--- src/rtl/dsi_pkt_scheduler.sv ---
// dsi_pkt_scheduler
// Sequencing controller in front of the DSI packetizer. It arbitrates between a
// command requester (short packets) and a video-line requester (long packets),
// latches the winning header, launches the ECC/CRC/FIFO engines, collects their
// done pulses, fires the packetizer and waits for packet_done. Every wait is
// guarded by a watchdog.
//
// Ports:
//   dsi_clk, dsi_rst_n              clock, asynchronous active-low reset
//   cmd_req/cmd_dt/cmd_data/cmd_ack short-packet request, header fields, accept pulse
//   vid_req/vid_dt/vid_wc/vid_ack   long-packet request, header fields, accept pulse
//   hdr_dt/hdr_wc/pkt_long          latched header of the packet in flight
//   ecc/crc/fifo_start              one-cycle engine launch pulses
//   ecc/crc/fifo_done               engine completion pulses
//   pkt_go, packet_done             packetizer fire pulse and its completion
//   busy                            high whenever the controller is not idle
//   timeout_err, clr_err            sticky watchdog flag and its clear
// All outputs come straight from flops.
module dsi_pkt_scheduler #(
  parameter int MAX_CMD_BURST = 4,
  parameter int TIMEOUT       = 255
) (
  input  logic        dsi_clk,
  input  logic        dsi_rst_n,
  input  logic        cmd_req,
  input  logic [7:0]  cmd_dt,
  input  logic [15:0] cmd_data,
  output logic        cmd_ack,
  input  logic        vid_req,
  input  logic [7:0]  vid_dt,
  input  logic [15:0] vid_wc,
  output logic        vid_ack,
  output logic [7:0]  hdr_dt,
  output logic [15:0] hdr_wc,
  output logic        pkt_long,
  output logic        ecc_start,
  output logic        crc_start,
  output logic        fifo_start,
  input  logic        ecc_done,
  input  logic        crc_done,
  input  logic        fifo_done,
  output logic        pkt_go,
  input  logic        packet_done,
  output logic        busy,
  output logic        timeout_err,
  input  logic        clr_err
);

  localparam int BW = (MAX_CMD_BURST >= 1) ? $clog2(MAX_CMD_BURST + 1) : 1;
  localparam logic [BW-1:0] BURST_MAX = BW'(MAX_CMD_BURST);
  // Watchdog fires in the TIMEOUT-th counted cycle, i.e. when the count is TIMEOUT-1.
  localparam logic [7:0] WD_LAST = 8'(TIMEOUT - 1);

  typedef enum logic [2:0] {
    S_IDLE    = 3'd0,
    S_LAUNCH  = 3'd1,
    S_COLLECT = 3'd2,
    S_EMIT    = 3'd3,
    S_WAIT    = 3'd4
  } state_e;

  state_e        state_q, state_d;
  logic [BW-1:0] burst_q, burst_d;
  logic [7:0]    wd_q, wd_d;
  logic          ecc_got_q, ecc_got_d, crc_got_q, crc_got_d, fifo_got_q, fifo_got_d;
  logic [7:0]    hdr_dt_q, hdr_dt_d;
  logic [15:0]   hdr_wc_q, hdr_wc_d;
  logic          pkt_long_q, pkt_long_d;
  logic          cmd_ack_q, cmd_ack_d, vid_ack_q, vid_ack_d;
  logic          ecc_start_q, ecc_start_d, crc_start_q, crc_start_d;
  logic          fifo_start_q, fifo_start_d, pkt_go_q, pkt_go_d;
  logic          busy_q, busy_d, err_q, err_d;

  logic          vid_wins_s, ecc_all_s, crc_all_s, fifo_all_s, complete_s, set_err_s;

  // Next-state, arbitration, watchdog and registered-output computation.
  always_comb begin
    state_d      = state_q;
    burst_d      = burst_q;
    wd_d         = wd_q;
    ecc_got_d    = ecc_got_q;
    crc_got_d    = crc_got_q;
    fifo_got_d   = fifo_got_q;
    hdr_dt_d     = hdr_dt_q;
    hdr_wc_d     = hdr_wc_q;
    pkt_long_d   = pkt_long_q;
    cmd_ack_d    = 1'b0;
    vid_ack_d    = 1'b0;
    ecc_start_d  = 1'b0;
    crc_start_d  = 1'b0;
    fifo_start_d = 1'b0;
    pkt_go_d     = 1'b0;
    set_err_s    = 1'b0;
    // Video overrides the command priority once the burst allowance is used up.
    vid_wins_s   = vid_req && (!cmd_req || (burst_q == BURST_MAX));
    ecc_all_s    = ecc_got_q | ecc_done;
    crc_all_s    = crc_got_q | crc_done;
    fifo_all_s   = fifo_got_q | fifo_done;
    complete_s   = ecc_all_s && (!pkt_long_q || (crc_all_s && fifo_all_s));

    case (state_q)
      S_IDLE: begin
        if (cmd_req || vid_req) begin
          state_d     = S_LAUNCH;
          ecc_start_d = 1'b1;
          if (vid_wins_s) begin
            vid_ack_d    = 1'b1;
            crc_start_d  = 1'b1;
            fifo_start_d = 1'b1;
            hdr_dt_d     = vid_dt;
            hdr_wc_d     = vid_wc;
            pkt_long_d   = 1'b1;
            burst_d      = '0;
          end else begin
            cmd_ack_d  = 1'b1;
            hdr_dt_d   = cmd_dt;
            hdr_wc_d   = cmd_data;
            pkt_long_d = 1'b0;
            // Only count short packets that actually made video wait.
            burst_d    = vid_req ? (burst_q + BW'(1)) : '0;
          end
        end else begin
          state_d = S_IDLE;
        end
      end
      S_LAUNCH: begin
        // Fresh capture discards any flags left over from the previous packet.
        ecc_got_d  = ecc_done;
        crc_got_d  = crc_done;
        fifo_got_d = fifo_done;
        wd_d       = 8'd0;
        state_d    = S_COLLECT;
      end
      S_COLLECT: begin
        ecc_got_d  = ecc_all_s;
        crc_got_d  = crc_all_s;
        fifo_got_d = fifo_all_s;
        if (complete_s) begin
          state_d  = S_EMIT;
          pkt_go_d = 1'b1;
          wd_d     = 8'd0;
        end else if (wd_q == WD_LAST) begin
          state_d   = S_IDLE;
          set_err_s = 1'b1;
        end else begin
          wd_d = wd_q + 8'd1;
        end
      end
      S_EMIT: begin
        wd_d    = 8'd0;
        state_d = S_WAIT;
      end
      S_WAIT: begin
        if (packet_done) begin
          state_d = S_IDLE;
        end else if (wd_q == WD_LAST) begin
          state_d   = S_IDLE;
          set_err_s = 1'b1;
        end else begin
          wd_d = wd_q + 8'd1;
        end
      end
      default: begin
        state_d = S_IDLE;
      end
    endcase

    busy_d = (state_d != S_IDLE);
    // A new expiry beats a simultaneous clear.
    if (set_err_s) begin
      err_d = 1'b1;
    end else if (clr_err) begin
      err_d = 1'b0;
    end else begin
      err_d = err_q;
    end
  end

  // State, counters, flags and output registers.
  always_ff @(posedge dsi_clk or negedge dsi_rst_n) begin
    if (!dsi_rst_n) begin
      state_q      <= S_IDLE;
      burst_q      <= '0;
      wd_q         <= 8'd0;
      ecc_got_q    <= 1'b0;
      crc_got_q    <= 1'b0;
      fifo_got_q   <= 1'b0;
      hdr_dt_q     <= 8'd0;
      hdr_wc_q     <= 16'd0;
      pkt_long_q   <= 1'b0;
      cmd_ack_q    <= 1'b0;
      vid_ack_q    <= 1'b0;
      ecc_start_q  <= 1'b0;
      crc_start_q  <= 1'b0;
      fifo_start_q <= 1'b0;
      pkt_go_q     <= 1'b0;
      busy_q       <= 1'b0;
      err_q        <= 1'b0;
    end else begin
      state_q      <= state_d;
      burst_q      <= burst_d;
      wd_q         <= wd_d;
      ecc_got_q    <= ecc_got_d;
      crc_got_q    <= crc_got_d;
      fifo_got_q   <= fifo_got_d;
      hdr_dt_q     <= hdr_dt_d;
      hdr_wc_q     <= hdr_wc_d;
      pkt_long_q   <= pkt_long_d;
      cmd_ack_q    <= cmd_ack_d;
      vid_ack_q    <= vid_ack_d;
      ecc_start_q  <= ecc_start_d;
      crc_start_q  <= crc_start_d;
      fifo_start_q <= fifo_start_d;
      pkt_go_q     <= pkt_go_d;
      busy_q       <= busy_d;
      err_q        <= err_d;
    end
  end

  assign cmd_ack     = cmd_ack_q;
  assign vid_ack     = vid_ack_q;
  assign hdr_dt      = hdr_dt_q;
  assign hdr_wc      = hdr_wc_q;
  assign pkt_long    = pkt_long_q;
  assign ecc_start   = ecc_start_q;
  assign crc_start   = crc_start_q;
  assign fifo_start  = fifo_start_q;
  assign pkt_go      = pkt_go_q;
  assign busy        = busy_q;
  assign timeout_err = err_q;

endmodule
--- config.mk ---
export PLATFORM = sky130hd
export DESIGN_NAME = dsi_pkt_scheduler
export DESIGN_NICKNAME = d
export VERILOG_FILES = /design/src/rtl/dsi_pkt_scheduler.sv
export SDC_FILE = /design/constraint.sdc
export NUM_CORES = 1
export LEC_CHECK = 0
export CAP_MARGIN = 20
export CORE_UTILIZATION = 47
export DETAILED_ROUTE_END_ITERATION = 10
export PLACE_DENSITY = 0.86
export SYNTH_ARGS = -nofsm -noshare
export SYNTH_HDL_FRONTEND = slang
export SYNTH_SLANG_ARGS = --single-unit
--- constraint.sdc ---
create_clock -name dsi_clk -period 5 [get_ports dsi_clk]
set_input_delay 1 -clock dsi_clk [delete_from_list [all_inputs] [get_ports dsi_clk]]
set_output_delay 1 -clock dsi_clk [all_outputs]
set_load 0.03 [all_outputs]
==> results.yml, run 1 <==
timing:
  max_freq_mhz: 393
  finalHoldViolCount: 0
  maxSlewHeadroom_pct: 38.9
  clock_skew_ns: 0.00452
  setup_violations: 0
  fin_crit_ns: 2.54
  post-route-period-util_pct: 50.9
  rsz0062_at_grt: "no"
  finalSetupTns_ns: 0
  tightest_slew_ns: 0.917
  slew_violations: 0
layout:
  post-route-cell-area_sq_um: 3270
  syn_to_final_growth_pct: 44.0
  diodes: 0
  drive_above_1_share_pct: 9.21
  final_nets: 364
cts:
  cts-resized-gates: 0
  cts.path.max_buffers: 2
  clk_latency_ns: 0.30
  cts_tree: "built"
  post_cts_buffers: 0
  hold_buffers: 0
  cts.sinks: 48
  path_clk_slew_ns: 0.08
  h-tree-depth: 2
  numCtsBuffers: 5
  root_buffer: "clkbuf_8"
logic_synthesis:
  synth_fp_nets: 277
  async_flop_share_pct: 100
  seq_area_frac_synth_pct: 53.0
  synthTopCellsByCount: "nand2_1, dfrtp_1, a22oi_1"
  synth_flop_cell: "dfrtp_1"
  ys_types: 47
  ys_top_cells_by_area: "dfrtp_1, nand2_1, a22oi_1"
  synth-edff-count: 0
  ys_ff_latch: 48
  syn_area_sq_um: 2270
  synth_top_area_share_pct: 53.0
  synth_most_common_cell: "nand2_1"
  ys_warn_count: 0
  yosys.area.top_type: "dfrtp_1"
  syn-instance-count: 216
  avgSynthCellArea_sq_um: 10.5
power:
  peakVddDrop_v: 0.000395
  leakage_uw: 0.00148
  powerDensity_nw_per_um2: 607
route:
  wl_per_cell_microns: 15.3
  drt_iter0_drc: 140
  dr.pass1.iters: 4
  drcViolationCount: 0
  routed_via_density: 5.49
  drt-total-wl_microns: 5460
  route.vias.total: 1954
  postRouteAntennaNets: 0
hold_path:
  holdPathStages: 2
  holdPathEnd: "hdr_wc[13]$_DFFE_PN0N_"
  hp-start: "hdr_wc[13]$_DFFE_PN0N_"
  worstHoldPathType: "flip-flop to flip-flop"
critical_path:
  worst_setup_path_start_kind: "input port"
  arrival_ns: 2.78
  rrSetupSlack_ns: 2.94
  ff2ff_path_depth: 4
  required_ns: 5.23
  critPathCaptureType: "flip-flop"
  cp_max_fo: 26
  r2r-end: "hdr_wc[10]$_DFFE_PN0N_"
  r2r_start: "state_q[2]$_DFF_PN0_"
  criticalPathCategory: "input port to flip-flop"
global_route:
  gr-total-overflow: 0
  grt_pass1_vias: 1947
  grtUsageTotal_pct: 22.8
  antenna_found_initial: 0
  grt_max_degree: 49
  grt_pass1_wl_microns: 8900
floorplan:
  die-area_sq_um: 5110
  die_h_microns: 71.5
  num_rows: 24
  start_util_pct: 50.4
  io-pin-count: 90
  die-width_microns: 71.5
  core_area_sq_um: 4500
flow_run:
  maxCapViolations: 0
placed_design:
  dpl_cell_area_sq_um: 3140
  hpwl_microns: 3910
  place_congestion: 0.791
  port_buffers: 89
run_status:
  status: "finished clean"
## layer usage
| metal | vias up | global-route usage (%) | share of wire (%) |
|---|---|---|---|
| met2 | 67 | 37.8 | 51 |
| met3 | 8 | 6.19 | 5.9 |
| met1 | 930 | 28.8 | 41 |
| met4 | 0 | 8.71 | 2.0 |
| li1 | 949 | - | - |
| met5 | - | 0 | 0 |
## stage by stage
stage / power (uW) / util, % / hold slack (ns) / cells / setup slack (ns)
CTS: 1970 / 71.6 / 0.474 / 353 / 2.21
global route: 2110 / 72.5 / 0.503 / 356 / 2.32
global placement: 1710 / 69.6 / 0.450 / 345 / 1.96
detailed placement: 1730 / 69.6 / 0.455 / 345 / 1.89
floorplan: 1370 / - / 0.474 / 216 / 2.95
finish: 1980 / 72.5 / 0.469 / 356 / 2.46
## area by class of cell
type / instances / area [sq um]
Sequential cell: 48 / 1200
Multi-Input combinational cell: 148 / 948
Clock buffer: 8 / 90.1
Fill cell: 315 / 1240
Inverter: 7 / 27.5
Tap cell: 52 / 65.1
Timing Repair Buffer: 93 / 933
## placed cells by master (no fill, tap or decap), drive strengths merged, types with 2 or more instances in the layout
master,count
buf,4
a22oi,24
nand2,54
a31o,2
o21a,3
a41oi,3
nor2,5
a22o,3
inv,6
nand3,4
a21o,5
clkbuf,9
a21oi,6
clkdlybuf4s50,88
o21ai,7
nand4,2
dfrtp,48
and3,4
o22ai,2
o22a,2
ha,4
or3,2
a31oi,2
## how the worst max path moves through the flow
| stage | startpoint | endpoint | slack [ns] |
|---|---|---|---|
| after floorplan | cmd_req | hdr_dt[0]$_DFFE_PN0N_ | 2.95 |
| after global placement | vid_req | hdr_wc[15]$_DFFE_PN0N_ | 1.96 |
| after detailed placement | vid_req | hdr_wc[8]$_DFFE_PN0N_ | 1.89 |
| after CTS | vid_req | hdr_wc[8]$_DFFE_PN0N_ | 2.21 |
| after global routing | cmd_req | hdr_dt[6]$_DFFE_PN0N_ | 2.32 |
| final | cmd_req | hdr_wc[10]$_DFFE_PN0N_ | 2.46 |
## state kept, by name, indices dropped and copies added, names as in the netlist
register     flops
crc_got_q        1
cmd_ack          1
hdr_dt           8
hdr_wc          16
state_q          3
wd_q             8
fifo_got_q       1
burst_q          3
timeout_err      1
busy             1
pkt_go           1
pkt_long         1
fifo_start       1
ecc_start        1
ecc_got_q        1
## cell families after synthesis
family          after synthesis  synth area share (%)
simple gates                 76                  15.6
xor+xnor                      1                 0.386
buf+inv                      20                  5.41
fa+ha+maj                     4                  2.21
flops                        48                  53.0
compound gates               67                  23.5
## report_power, final
part	switching [uW]	internal [uW]
Clock	121	113
Sequential	124	546
Combinational	624	454
Total	869	1110
## worst max-delay path, cell delays in order
cell and delay [ns]:
clkdlybuf4s50_1 0.43, a21bo_2 0.24, and3_1 0.77, a22oi_1 0.22, nand2_1 0.11
(Power assumes the default switching activity.)
==> inputs of run 2 (changes only) <==
Settings changed: CORE_UTILIZATION 47 to 39, PLACE_DENSITY 0.86 to 0.76.
Clock period 5 ns to 2.3 ns, I/O delays scaled along.
==> run 2 against run 1 <==
  * Die area increased by 20%
  * Utilization decreased by 13 points
  * Non-clock buffer count increased by 2
  * First-iteration DRC count decreased by 20%
  * Largest power group unchanged
==> results.yml, run 2 (same netlist as run 1, synthesis figures left out) <==
timing:
  clock_skew_ns: 0.00805
  max_freq_mhz: 517
  whs_ns: 0.249
  finalHoldViolCount: 0
  maxSlewHeadroom_pct: 60.3
  slew_violations: 0
  post-route-period-util_pct: 84.1
  finalSetupTns_ns: 0
  setup_violations: 0
  tightest_slew_ns: 0.595
  rsz0062_at_grt: "no"
  setup_ws_ns: 0.366
  fin_crit_ns: 1.93
layout:
  mostFrequentLayoutCell: "clkdlybuf4s50_1"
  layout_common_cells: "clkdlybuf4s50_1, nand2_1, dfrtp_1"
  final_nets: 366
  diodes: 0
  drive_above_1_share_pct: 10.1
  syn_to_final_growth_pct: 45.7
  post-route-cell-area_sq_um: 3310
  utilization_pct: 59.7
  largest_reg_flops: 16
route:
  route.vias.total: 1939
  drt-total-wl_microns: 5250
  wl_per_cell_microns: 13.9
  drt_iter0_drc: 112
  routed-wl-met3_microns: 229
  highest_layer: "met4"
  route.met2.wl_microns: 2760
  postRouteAntennaNets: 0
  dr.pass1.iters: 4
  routed_via_density: 5.13
  wl_met1_microns: 2170
  drcViolationCount: 0
cts:
  root_buffer: "clkbuf_8"
  path_clk_slew_ns: 0.09
  h-tree-depth: 2
  post_cts_buffers: 0
  numCtsBuffers: 5
  cts.sinks: 48
  cts-resized-gates: 0
  cts.path.max_buffers: 2
  cts_tree: "built"
  hold_buffers: 0
  clk_latency_ns: 0.29
placed_design:
  hpwl_microns: 3920
  port_buffers: 89
  dpl_cell_area_sq_um: 3200
  place_ws_ns: 0.235
  place_congestion: 0.743
power:
  peakVddDrop_v: 0.000704
  leakage_uw: 0.00150
  powerDensity_nw_per_um2: 1320
critical_path:
  required_ns: 1.84
  criticalPathCategory: "flip-flop to output pin"
  slowest_delay_ns: 0.73
  arrival_ns: 1.47
  cpMaxStageDelayCell: "clkdlybuf4s50_1"
  worst_setup_path_start_kind: "flip-flop"
  crit_family: "buffers and inverters"
  worst-path-buf-inv: 1
  critPathCaptureType: "output pin"
  worstPathCellList: "clkdlybuf4s50_1"
  cp_max_fo: 4
global_route:
  grt_max_degree: 49
  grtUsageTotal_pct: 18.6
  grt_pass1_vias: 1912
  grt_pass1_wl_microns: 8870
  gr-total-overflow: 0
  antenna_found_initial: 0
floorplan:
  io-pin-count: 90
  num_rows: 27
  core_area_sq_um: 5540
  die-area_sq_um: 6130
  start_util_pct: 40.9
  die-width_microns: 78.3
  die_h_microns: 78.3
run_status:
  status: "finished clean"
hold_path:
  worstHoldPathType: "input port to asynchronous set/reset pin"
flow_run:
  maxCapViolations: 0
run 2: changes by cell type in the layout (fill, tap and decap cells not counted), sizes merged:
cell | before | now
bufinv | 0 | 1
clkbuf | 9 | 6
clkinv | 1 | 2
buf | 4 | 7
run 2: final cells by class:
| class | instances | area, sq um |
|---|---|---|
| Fill cell | 501 | 2230 |
| Timing Repair Buffer | 95 | 931 |
| Tap cell | 72 | 90.1 |
| Inverter | 7 | 27.5 |
| Clock inverter | 2 | 35.0 |
| Clock buffer | 6 | 72.6 |
| Sequential cell | 48 | 1200 |
| Multi-Input combinational cell | 148 | 948 |
run 2: path summary, 6_finish.rpt:
| kind | startpoint | endpoint | slack (ns) | cells after the start |
|---|---|---|---|---|
| setup / recovery | pkt_long$_DFFE_PN0N_ | pkt_long | 0.37 | 1 |
| max in group asynchronous | dsi_rst_n | pkt_go$_DFF_PN0_ | 1.65 | 2 |
| hold / removal | dsi_rst_n | hdr_dt[6]$_DFFE_PN0N_ | 0.25 | 2 |
| setup reg to reg | wd_q[0]$_DFFE_PN0P_ | busy$_DFF_PN0_ | 0.52 | 7 |
| hold reg to reg | hdr_dt[5]$_DFFE_PN0N_ | hdr_dt[5]$_DFFE_PN0N_ | 0.47 | 2 |
| min in group dsi_clk | hdr_dt[5]$_DFFE_PN0N_ | hdr_dt[5]$_DFFE_PN0N_ | 0.47 | 2 |
run 2: power by group:
| group | total [uW] | internal [uW] | switching, uW |
|---|---|---|---|
| clock network | 591 | 323 | 268 |
| logic | 2340 | 999 | 1340 |
| registers | 1450 | 1190 | 259 |
| total | 4380 | 2510 | 1870 |
run 2: metrics by stage:
stage / power, uW / instances
floorplan: 2980 / 216
global placement: 3760 / 370
detailed placement: 3820 / 370
CTS: 4430 / 378
global route: 4700 / 378
finish: 4380 / 378
run 2: layer usage:
| metal | up-vias | GRT usage (%) |
|---|---|---|
| met3 | 7 | 3.72 |
| li1 | 948 | - |
| met2 | 51 | 32.3 |
| met5 | - | 0 |
| met4 | 0 | 6.85 |
| met1 | 933 | 22.7 |
==> inputs of run 3 (changes only) <==
Settings changed: CORE_UTILIZATION 39 to 43, PLACE_DENSITY 0.76 to 0.79.
Clock period 2.3 ns to 1.9 ns, I/O delays scaled along.
==> run 3 against run 2 <==
  * Register-to-register slack lost 0.29 ns
  * Setup slack worse by 0.28 ns
  * Combinational power increased by 26%
  * Count of clock-buffer cells in the layout decreased by 1
  * Via count increased by 2.3%
  * Critical path depth stayed put
  * Sequential cell count unchanged
  * Worst hold slack better by 0.22 ns
  * Total power is 23% higher
  * First-iteration DRC count decreased by 30%
  * Clock power is 21% higher
  * Critical endpoint unchanged
==> results.yml, run 3 (same netlist as run 1, synthesis figures left out) <==
critical_path:
  arrival_ns: 1.43
  r2r_start: "wd_q[1]$_DFFE_PN0P_"
  worstPathCellList: "clkdlybuf4s50_1"
  worst_setup_path_start_kind: "flip-flop"
  required_ns: 1.52
  slowest_delay_ns: 0.70
  worst-path-buf-inv: 1
  criticalPathCategory: "flip-flop to output pin"
  crit_family: "buffers and inverters"
  crit_start: "pkt_long$_DFFE_PN0N_"
  cpMaxStageDelayCell: "clkdlybuf4s50_1"
  cp_max_fo: 4
  critPathCaptureType: "output pin"
hold_path:
  hp-start: "hdr_wc[5]$_DFFE_PN0N_"
  worstHoldPathType: "flip-flop to flip-flop"
global_route:
  grt_max_degree: 27
  grtUsageTotal_pct: 20.6
  antenna_found_initial: 0
  grt_pass1_vias: 1930
  grt_pass1_wl_microns: 8630
  gr-total-overflow: 0
timing:
  setup_violations: 0
  slew_violations: 0
  finalSetupTns_ns: 0
  clock_skew_ns: 0.00509
  whs_ns: 0.467
  rsz0062_at_grt: "no"
  fin_crit_ns: 1.81
  maxSlewHeadroom_pct: 72.7
  post-route-period-util_pct: 95.3
  finalHoldViolCount: 0
  max_freq_mhz: 552
  tightest_slew_ns: 0.410
floorplan:
  start_util_pct: 44.4
  num_rows: 26
  core_area_sq_um: 5110
  die-area_sq_um: 5570
  die-width_microns: 74.6
  die_h_microns: 74.6
  io-pin-count: 90
route:
  drt-total-wl_microns: 5180
  wl_per_cell_microns: 13.5
  postRouteAntennaNets: 0
  routed_via_density: 5.16
  drcViolationCount: 0
  drt_iter0_drc: 78
  route.vias.total: 1983
  dr.pass1.iters: 4
layout:
  final_nets: 374
  largest_reg_flops: 16
  utilization_pct: 66.5
  diodes: 0
  layout_common_cells: "clkdlybuf4s50_1, nand2_1, dfrtp_1"
  mostFrequentLayoutCell: "clkdlybuf4s50_1"
  syn_to_final_growth_pct: 49.6
  drive_above_1_share_pct: 12.4
cts:
  root_buffer: "clkbuf_8"
  path_clk_slew_ns: 0.08
  cts_tree: "built"
  numCtsBuffers: 5
  post_cts_buffers: 0
  cts.sinks: 48
  cts.path.max_buffers: 2
  clk_latency_ns: 0.29
  h-tree-depth: 2
flow_run:
  maxCapViolations: 0
placed_design:
  place_congestion: 0.775
  port_buffers: 89
  hpwl_microns: 3970
power:
  peakVddDrop_v: 0.000731
  leakage_uw: 0.00154
  powerDensity_nw_per_um2: 1590
run_status:
  status: "finished clean"
-- run 3: cell count changes in the layout (fill, tap and decap cells not counted) --
cell / before / now
buf_4: 6 / 11
clkinvlp_4: 0 / 1
clkbuf_1: 1 / 0
dlygate4sd3_1: 0 / 1
buf_12: 0 / 2
-- run 3: cell type report --
type	count	area, sq um
Clock buffer	5	68.8
Sequential cell	48	1200
Fill cell	439	1710
Inverter	7	27.5
Clock inverter	3	42.5
Timing Repair Buffer	103	1020
Multi-Input combinational cell	148	948
Tap cell	70	87.6
-- run 3: timing repair --
item | CTS | global route
gates resized for setup | 0 | 0
endpoints found under the hold margin | 13 | 0
hold buffers | 1 | 0
-- run 3: path summary, 6_finish.rpt --
kind                       slack, ns  cells after the start                     end
setup / recovery                0.09                      1                pkt_long
setup reg to reg                0.23                      6          busy$_DFF_PN0_
hold / removal                  0.47                      2   hdr_wc[5]$_DFFE_PN0N_
max in group asynchronous       0.82                      3       cmd_ack$_DFF_PN0_
min in group asynchronous       0.51                      2  burst_q[1]$_DFFE_PN0N_
hold reg to reg                 0.47                      2   hdr_wc[5]$_DFFE_PN0N_
-- run 3: layer usage --
metal  GRT usage, %  vias to the layer above  share of wire, %
li1               -                      972                 -
met1           25.4                      932                42
met2           33.8                       72                49
met3           7.50                        7               8.1
met4           6.50                        0               1.0
met5              0                        -                 0
-- run 3: per-stage QoR --
stage	worst slack, ns	instances	cell area (sq um)	power (uW)
2_1_floorplan	0.290	216	2270	3600
3_5_place_dp	-0.0403	375	3270	4730
3_3_place_gp	0.00192	375	3270	4650
6_report	0.0900	384	3390	5400
5_1_grt	0.00626	384	3390	5790
4_1_cts	0.0724	384	3390	5440
-- run 3: power by group --
group / internal, uW / switching [uW]
Sequential: 1440 / 300
Clock: 389 / 328
Combinational: 1290 / 1650
